==> config.mk <==
export PLATFORM = sky130hd
export DESIGN_NAME = uart_tx_arb
export DESIGN_NICKNAME = d
export VERILOG_FILES = /design/src/rtl/uart_pkg.sv /design/src/rtl/rr_arb2.sv /design/src/rtl/uart_tx_arb.sv
export SDC_FILE = /design/constraint.sdc
export NUM_CORES = 1
export LEC_CHECK = 0
export CAP_MARGIN = 20
export CORE_MARGIN = 1
export CORE_UTILIZATION = 42
export CTS_BUF_LIST = sky130_fd_sc_hd__clkbuf_16
export DETAILED_ROUTE_END_ITERATION = 8
export HOLD_SLACK_MARGIN = 0.08
export PLACE_DENSITY = 0.79
export SLEW_MARGIN = 20
export SYNTH_ARGS = -nofsm -noshare
export SYNTH_HDL_FRONTEND = slang
export SYNTH_SLANG_ARGS = --single-unit
==> constraint.sdc <==
create_clock -name clk -period 2.2 [get_ports clk]
set_clock_uncertainty 0.1 [all_clocks]
set_input_delay 0.44 -clock clk [delete_from_list [all_inputs] [get_ports clk]]
set_output_delay 0.44 -clock clk [all_outputs]
set_load 0.01 [all_outputs]
==> src/rtl/uart_pkg.sv <==
// Shared definitions for the UART transmit-side blocks: the arbiter FSM state
// encoding, the transmitter status bit layout and the requester count.
package uart_pkg;

  // Number of byte sources sharing the transmitter.
  localparam int unsigned NUM_REQ = 2;

  // Bit of the transmitter status word that reports "transmit buffer full".
  localparam int unsigned TXBF_BIT = 6;

  // Width of the post-write settle counter; it covers SETTLE_CYC values 1..15.
  localparam int unsigned CNT_W = 4;

  // Write-sequencer states: wait for a byte, raise EN, drop EN (write cycle),
  // then wait for TXBF to become trustworthy again.
  typedef enum logic [1:0] {
    ST_IDLE   = 2'd0,
    ST_EN_HI  = 2'd1,
    ST_EN_LO  = 2'd2,
    ST_SETTLE = 2'd3
  } tx_state_e;

  // One-hot accept vector for a requester index.
  function automatic logic [NUM_REQ-1:0] req_onehot(input logic idx);
    return idx ? 2'b10 : 2'b01;
  endfunction

endpackage

==> src/rtl/rr_arb2.sv <==
// Two-way round-robin selector with packet lock. While locked, only the
// current owner can be selected; otherwise the pointer wins ties and a lone
// valid requester wins regardless of the pointer.
module rr_arb2
  import uart_pkg::*;
(
  input  logic [NUM_REQ-1:0] valid,
  input  logic               ptr,
  input  logic               lock,
  input  logic               owner,
  output logic               sel_valid,
  output logic               sel_idx
);

  // Pick the requester to serve this cycle.
  always_comb begin
    // NOTE: every output gets a default before the branches, so no path leaves it unassigned and no latch is inferred.
    sel_valid = 1'b0;
    sel_idx   = ptr;
    if (lock) begin
      sel_idx   = owner;
      sel_valid = valid[owner];
    end else if (valid[ptr]) begin
      sel_valid = 1'b1;
      sel_idx   = ptr;
    end else if (valid[!ptr]) begin
      sel_valid = 1'b1;
      sel_idx   = !ptr;
    end
  end

endmodule

==> src/rtl/uart_tx_arb.sv <==
// Arbitrates two byte sources onto one UART transmitter. Each accepted byte is
// written with a one-cycle EN pulse (the transmitter captures it on the cycle
// after EN falls), then the block waits SETTLE_CYC cycles before trusting TXBF
// again. Packets (bytes up to last=1) are never interleaved.
module uart_tx_arb
  import uart_pkg::*;
#(
  // Cycles waited after each write before TXBF is re-sampled (1..15).
  parameter int unsigned SETTLE_CYC = 1
) (
  input  logic                 clk,
  input  logic                 nrst,
  input  logic [NUM_REQ-1:0]   req_valid,
  input  logic [8*NUM_REQ-1:0] req_data,
  input  logic [NUM_REQ-1:0]   req_last,
  output logic [NUM_REQ-1:0]   req_ready,
  output logic [7:0]           enc_data,
  output logic                 enc_en,
  input  logic [7:0]           enc_rco,
  output logic                 grant,
  output logic                 busy
);

  tx_state_e        state_q, state_d;
  logic [CNT_W-1:0] settle_cnt_q;
  logic [7:0]       enc_data_q;
  logic             run_q;
  logic             ptr_q;
  logic             lock_q;
  logic             grant_q;
  logic             sel_valid;
  logic             sel_idx;
  logic             accept;
  logic [7:0]       acc_data;
  logic             acc_last;
  logic             txbf;
  logic             unused_rco;

  assign txbf       = enc_rco[TXBF_BIT];
  assign unused_rco = ^{enc_rco[7:TXBF_BIT+1], enc_rco[TXBF_BIT-1:0]};

  rr_arb2 u_arb (
    .valid     (req_valid),
    .ptr       (ptr_q),
    .lock      (lock_q),
    .owner     (grant_q),
    .sel_valid (sel_valid),
    .sel_idx   (sel_idx)
  );

  assign acc_data = sel_idx ? req_data[15:8] : req_data[7:0];
  assign acc_last = req_last[sel_idx];

  // Reset release is retimed to clk so the FSM never leaves reset mid-cycle;
  // the first accept can happen on the second clock after release.
  always_ff @(posedge clk or negedge nrst) begin
    // NOTE: clocked state uses non-blocking assignments so every flop samples pre-edge values regardless of statement order.
    if (!nrst) run_q <= 1'b0;
    else       run_q <= 1'b1;
  end

  // State register.
  always_ff @(posedge clk or negedge nrst) begin
    if (!nrst) state_q <= ST_IDLE;
    else       state_q <= state_d;
  end

  // Next-state logic and the accept decision.
  always_comb begin
    state_d = state_q;
    accept  = 1'b0;
    case (state_q)
      ST_IDLE: begin
        if (run_q && !txbf && sel_valid) begin
          accept  = 1'b1;
          state_d = ST_EN_HI;
        end
      end
      ST_EN_HI:  state_d = ST_EN_LO;
      ST_EN_LO:  state_d = ST_SETTLE;
      ST_SETTLE: if (settle_cnt_q == '0) state_d = ST_IDLE;
      default:   state_d = ST_IDLE;
    endcase
  end

  // Settle counter: loaded as the write cycle ends, counts down in SETTLE.
  always_ff @(posedge clk or negedge nrst) begin
    if (!nrst) begin
      settle_cnt_q <= '0;
    end else if (state_q == ST_EN_LO) begin
      settle_cnt_q <= CNT_W'(SETTLE_CYC - 1);
    end else if (state_q == ST_SETTLE && settle_cnt_q != '0) begin
      settle_cnt_q <= settle_cnt_q - 1'b1;
    end
  end

  // Capture the accepted byte and update ownership, lock and pointer.
  always_ff @(posedge clk or negedge nrst) begin
    if (!nrst) begin
      enc_data_q <= '0;
      grant_q    <= 1'b0;
      lock_q     <= 1'b0;
      ptr_q      <= 1'b0;
    end else if (accept) begin
      enc_data_q <= acc_data;
      grant_q    <= sel_idx;
      lock_q     <= !acc_last;
      if (acc_last) ptr_q <= !sel_idx;
    end
  end

  assign req_ready = accept ? req_onehot(sel_idx) : '0;
  assign enc_en    = (state_q == ST_EN_HI);
  assign enc_data  = enc_data_q;
  assign grant     = grant_q;
  assign busy      = (state_q != ST_IDLE) || lock_q;

endmodule

-- After elaboration in Yosys (flattened, before gate mapping)
Index checks and enable logic that the tools add are counted.
- flip-flop bits (word level): 18
- logic and storage cells: 56
- input port bits: 30
- muxes and demuxes: 24
- add/subtract/negate cells: 1
- equal/unequal tests: 5
- $lt $le $gt $ge: 4
- reductions and logical operators: 15
- operators by type and width (cell ; number):
    2-to-1 mux 1 bit ; 16
    less-than comparator 1 x 2 -> 1 bit, second input constant ; 4
    2-to-1 mux 2 bit ; 4
    2-to-1 mux 4 bit ; 2
    2-to-1 mux 8 bit ; 1
    one-hot mux 2 bit (4 select lines) ; 1
    equality test 2 bit, second input constant ; 2
    logical NOT 1 bit ; 4
    logical NOT 4 bit ; 1
    inequality test 2 bit, second input constant ; 2
    AND reduction 2 bit ; 2
    nonzero test 2 bit ; 2
    nonzero test 4 bit ; 1
    subtractor 4 x 1 -> 4 bit, second input constant ; 1
    logical AND 1 bit ; 3
    equality test 2 x 1 -> 1 bit, second input constant ; 1
    logical NOT 2 bit ; 1
    logical OR 1 bit ; 1

-- Longest topological paths before layout
- depth after elaboration: 10
- mapped depth: 6
- depth with buffers taken out: 6

-- Cells and area by module
A second synthesis with hierarchy kept.
- cells, all modules: 100
- area, all modules: 989.7 um^2
- by module, submodules not included (module ; area each (um^2) ; times used ; cells each):
    uart_tx_arb ; 943.4 ; 1 ; 92
    rr_arb2 ; 46.3 ; 1 ; 8

-- Least setup slack after synthesis
Ideal clock, no wire load.
- kind: in2out
- from: input req_valid[0]
- to: output req_ready[1]
- path slack: 0.315 ns
- arrival: 1.345 ns
- cell stages on the path: 4
- data required time: 1.660 ns
- cells stage by stage: or3b_1 -> o2111a_2 -> buf_6 -> and2_1
- longest elaborated chain between the ends: 9
- ends and longest elaborated chain (item ; line ; text):
    from (decl) ; uart_tx_arb.sv:13 ; input logic [NUM_REQ-1:0] req_valid,
    2-to-1 mux 1 bit (implied by the code) (2 in a row) ; rr_arb2.sv:26 ; end else if (valid[!ptr]) begin
    2-to-1 mux 1 bit ; rr_arb2.sv:26 ;
    2-to-1 mux 1 bit ; rr_arb2.sv:23 ; end else if (valid[ptr]) begin
    2-to-1 mux 1 bit ; rr_arb2.sv:20 ; if (lock) begin
    logical AND 1 bit ; uart_tx_arb.sv:74 ; if (run_q && !txbf && sel_valid) begin
    2-to-1 mux 1 bit ; uart_tx_arb.sv:74 ;
    2-to-1 mux 1 bit ; uart_tx_arb.sv:72 ; case (state_q)
    2-to-1 mux 2 bit (*) ; uart_tx_arb.sv:112 ; assign req_ready = accept ? req_onehot(sel_idx) : '0;
    to (decl) ; uart_tx_arb.sv:16 ; output logic [NUM_REQ-1:0] req_ready,
Mark *: on every way between the ends. The rest lies on a longest branch, timed or not. The select of a mux whose other input is x is not followed.

-- Final worst setup path
- from: input enc_rco[6]
- to: output req_ready[0]
- longest elaborated chain between the ends: 6
- ends and longest elaborated chain (item ; line ; text):
    from (decl) ; uart_tx_arb.sv:19 ; input logic [7:0] enc_rco,
    logical NOT 1 bit ; uart_tx_arb.sv:74 ;
    logical AND 1 bit (2 in a row) ; uart_tx_arb.sv:74 ;
    2-to-1 mux 1 bit ; uart_tx_arb.sv:74 ;
    2-to-1 mux 1 bit ; uart_tx_arb.sv:72 ;
    2-to-1 mux 2 bit ; uart_tx_arb.sv:112 ;
No other way between the ends.

==> flow_metrics.tcl <==
set metrics [dict create \
    worst_ep_arrival_time_ns 1.58 \
    start_util_pct 45.68 \
    syn_nets 146 \
    firstDrtPassIters 4 \
    port_buffers 35 \
    grt_pass1_wl_um 4878 \
    synth_fa_ha_area_share_pct 7.220 \
    relSlewSlack_pct 66.27 \
    p_leak_nw 0.7351 \
    postCtsHoldBufs 0 \
    first_iter_violations 26 \
    synth.top_cell.area_share_pct 43.32 \
    clkSinkCount 18 \
    antenna_cells 0 \
    grt_usage_pct 25.25 \
    utilization_pct 70.53 \
    status "complete, no violations" \
    synthSimpleGateAreaFrac_pct 17.69 \
    drc_errors 0 \
    critPathKind "input port to output pin" \
    core.rowCount 17 \
    synth_top_area_cell "dfrtp_1" \
    drive_above_1_share_pct 22.22 \
    drv_slew 0 \
    cts-buffers-inserted 3 \
    clockRootBuffer "clkbuf_16" \
    routedWlPerCell_um 14.99 \
    grt_antenna_before_repair 0 \
    die_area_um2 2679 \
    grt-ovfl-total 0 \
    multi_input_area_um2 540.5 \
    synthTopCellsByArea "dfrtp_1, ha_1, nor2_1" \
    syn_avg_cell_area_um2 9.452 \
    n_fill_cell 168 \
    synth_mux_area_share_pct 2.407 \
    grt_max_degree 19 \
    core_um2 2276 \
    grt_pass1_vias 1111 \
    postRouteAntennaNets 0 \
    cp-start-kind "input port" \
    fp.dieW_um 51.76 \
    ys_ff_latch 18 \
    cts_buffer_depth 2 \
    wl_um 2848 \
    worstPathCellList "clkdlybuf4s50_1 -> nor2b_2 -> o2111a_2 -> and3_4 -> buf_2" \
    ys_types 35 \
    cp_num_buf_inv 2 \
    die_h_um 51.76 \
    synth.most_common_cell "dfrtp_1" \
    synthTopCellsByCount "dfrtp_1, nor2_1, o21ai_0" \
    clkLatencyLatePin_ns 0.25 \
    synth_edf_count 0 \
    nets 199 \
    synth_xor_area_share_pct 2.527 \
    routabilityCongestion 0.8181 \
    hold_viol 0 \
    power.density_nw_per_um2 1184 \
    routed_via_density 5.384 \
    clock.fmax_mhz 471.0 \
    end_kind "output pin" \
    crit_fanout 3 \
    period_share_pct 96.50 \
    rsz0062_at_grt "false" \
    hp-class "input port to async pin" \
    cap_violations 0 \
    regArea_um2 450.4 \
    synth_top_family_by_area "compound AO/OA/AOI/OAI gates" \
    synthArstFlopShare_pct 100.0 \
    required_ns 1.66 \
    crit_family "buffers and inverters" \
    cpPeakStageDelay_ns 0.42 \
    place_hpwl_um 2041 \
    vias 1023 \
    synth_ff_type "dfrtp_1" \
    h-tree-depth 1 \
    period_needed_ns 2.123 \
    yosys_warnings 0 \
    slowest_stage "clkdlybuf4s50_1" \
    tightest_slew_ns 0.4996 \
    syn_to_final_growth_pct 54.39 \
    ios 43 \
    path_clk_slew_ns 0.05 \
    yosysSeqAreaShare_pct 43.32 \
    cts_tree "done" \
    total_power_w 0.001900 \
    peakVddDrop_mv 0.6628 \
    setup_viol 0 \
    syn-cell-area_um2 1040 \
    synthCells 110 \
    synth_compound_area_share_pct 20.94 \
]
## what timing repair did
item / in CTS / in global routing
endpoints found under the setup margin: 2 / 3
gates resized for setup: 14 / 3
setup buffers: 4 / 0
pin swaps: 3 / 0
## final cells by class
type / count / share of cell area (%)
Clock buffer: 3 / 4.677
Sequential cell: 18 / 28.06
Multi-Input combinational cell: 81 / 33.67
Clock inverter: 1 / 0.2338
Timing Repair Buffer: 53 / 29.77
Inverter: 6 / 1.403
Tap cell: 28 / 2.182
## power by group
| group | switching [W] | internal [W] | total (W) |
|---|---|---|---|
| Clock | 0.000128 | 0.000242 | 0.000369 |
| Sequential | 0.0000688 | 0.000453 | 0.000522 |
| Combinational | 0.000466 | 0.000543 | 0.00101 |
| Total | 0.000662 | 0.00124 | 0.00190 |
## cells in the final DEF (no fill, tap or decap), types with 2 or more instances in the layout
master           instances
a21boi_2                 2
a21oi_1                  2
a31oi_1                  8
buf_2                    2
buf_4                   18
clkbuf_16                3
clkdlybuf4s50_1         30
dfrtp_1                 18
ha_1                     6
inv_1                    6
nand2_1                  5
nand3_1                  9
nor2_1                  15
o211ai_1                 2
o21ai_0                 10
xor2_1                   2
## sequential cells by signal, indices dropped and copies added, names as in the netlist
name,cells
enc_data,8
settle_cnt_q,4
state_q,2
grant,1
lock_q,1
ptr_q,1
run_q,1
## kinds of logic after synthesis
| family | Yosys count |
|---|---|
| AND/OR/NAND/NOR | 38 |
| AO/OA/AOI/OAI | 31 |
| flip-flops | 18 |
| buffers and inverters | 11 |
| adder cells (fa/ha/maj) | 6 |
| XOR/XNOR | 3 |
| multiplexers | 2 |
| other | 1 |
## metrics by stage
stage	cells	setup TNS (ns)	area [um2]	hold slack (ns)	setup WS [ns]
3_5_place_dp	182	-1.125	1495	0.4414	-0.5469
6_report	190	0	1605	0.4147	0.07702
3_3_place_gp	182	-0.9639	1495	0.4338	-0.4919
5_1_grt	190	0	1605	0.4428	0.04392
4_1_cts	190	0	1615	0.4280	0.003678
2_1_floorplan	110	0	1040	0.04441	0.3152
## routing by layer
metal / wire length, um / global-route usage [%]
met3: 134 / 5.848
met5: 0 / 0
met2: 1513 / 45.02
met4: 46 / 10.81
met1: 1152 / 28.52
## path summary, 6_finish.rpt
path | cells after the start | slack [ns] | from | endpoint
setup / recovery | 5 | 0.08 | enc_rco[6] | req_ready[0]
max in group asynchronous | 2 | 1.39 | nrst | grant
hold reg to reg | 2 | 0.45 | enc_data[4] | enc_data[4]
min in group clk | 2 | 0.45 | enc_data[4] | enc_data[4]
hold / removal | 2 | 0.41 | nrst | state_q[0]
setup reg to reg | 6 | 0.29 | settle_cnt_q[0] | state_q[1]
(Power assumes the default switching activity.)
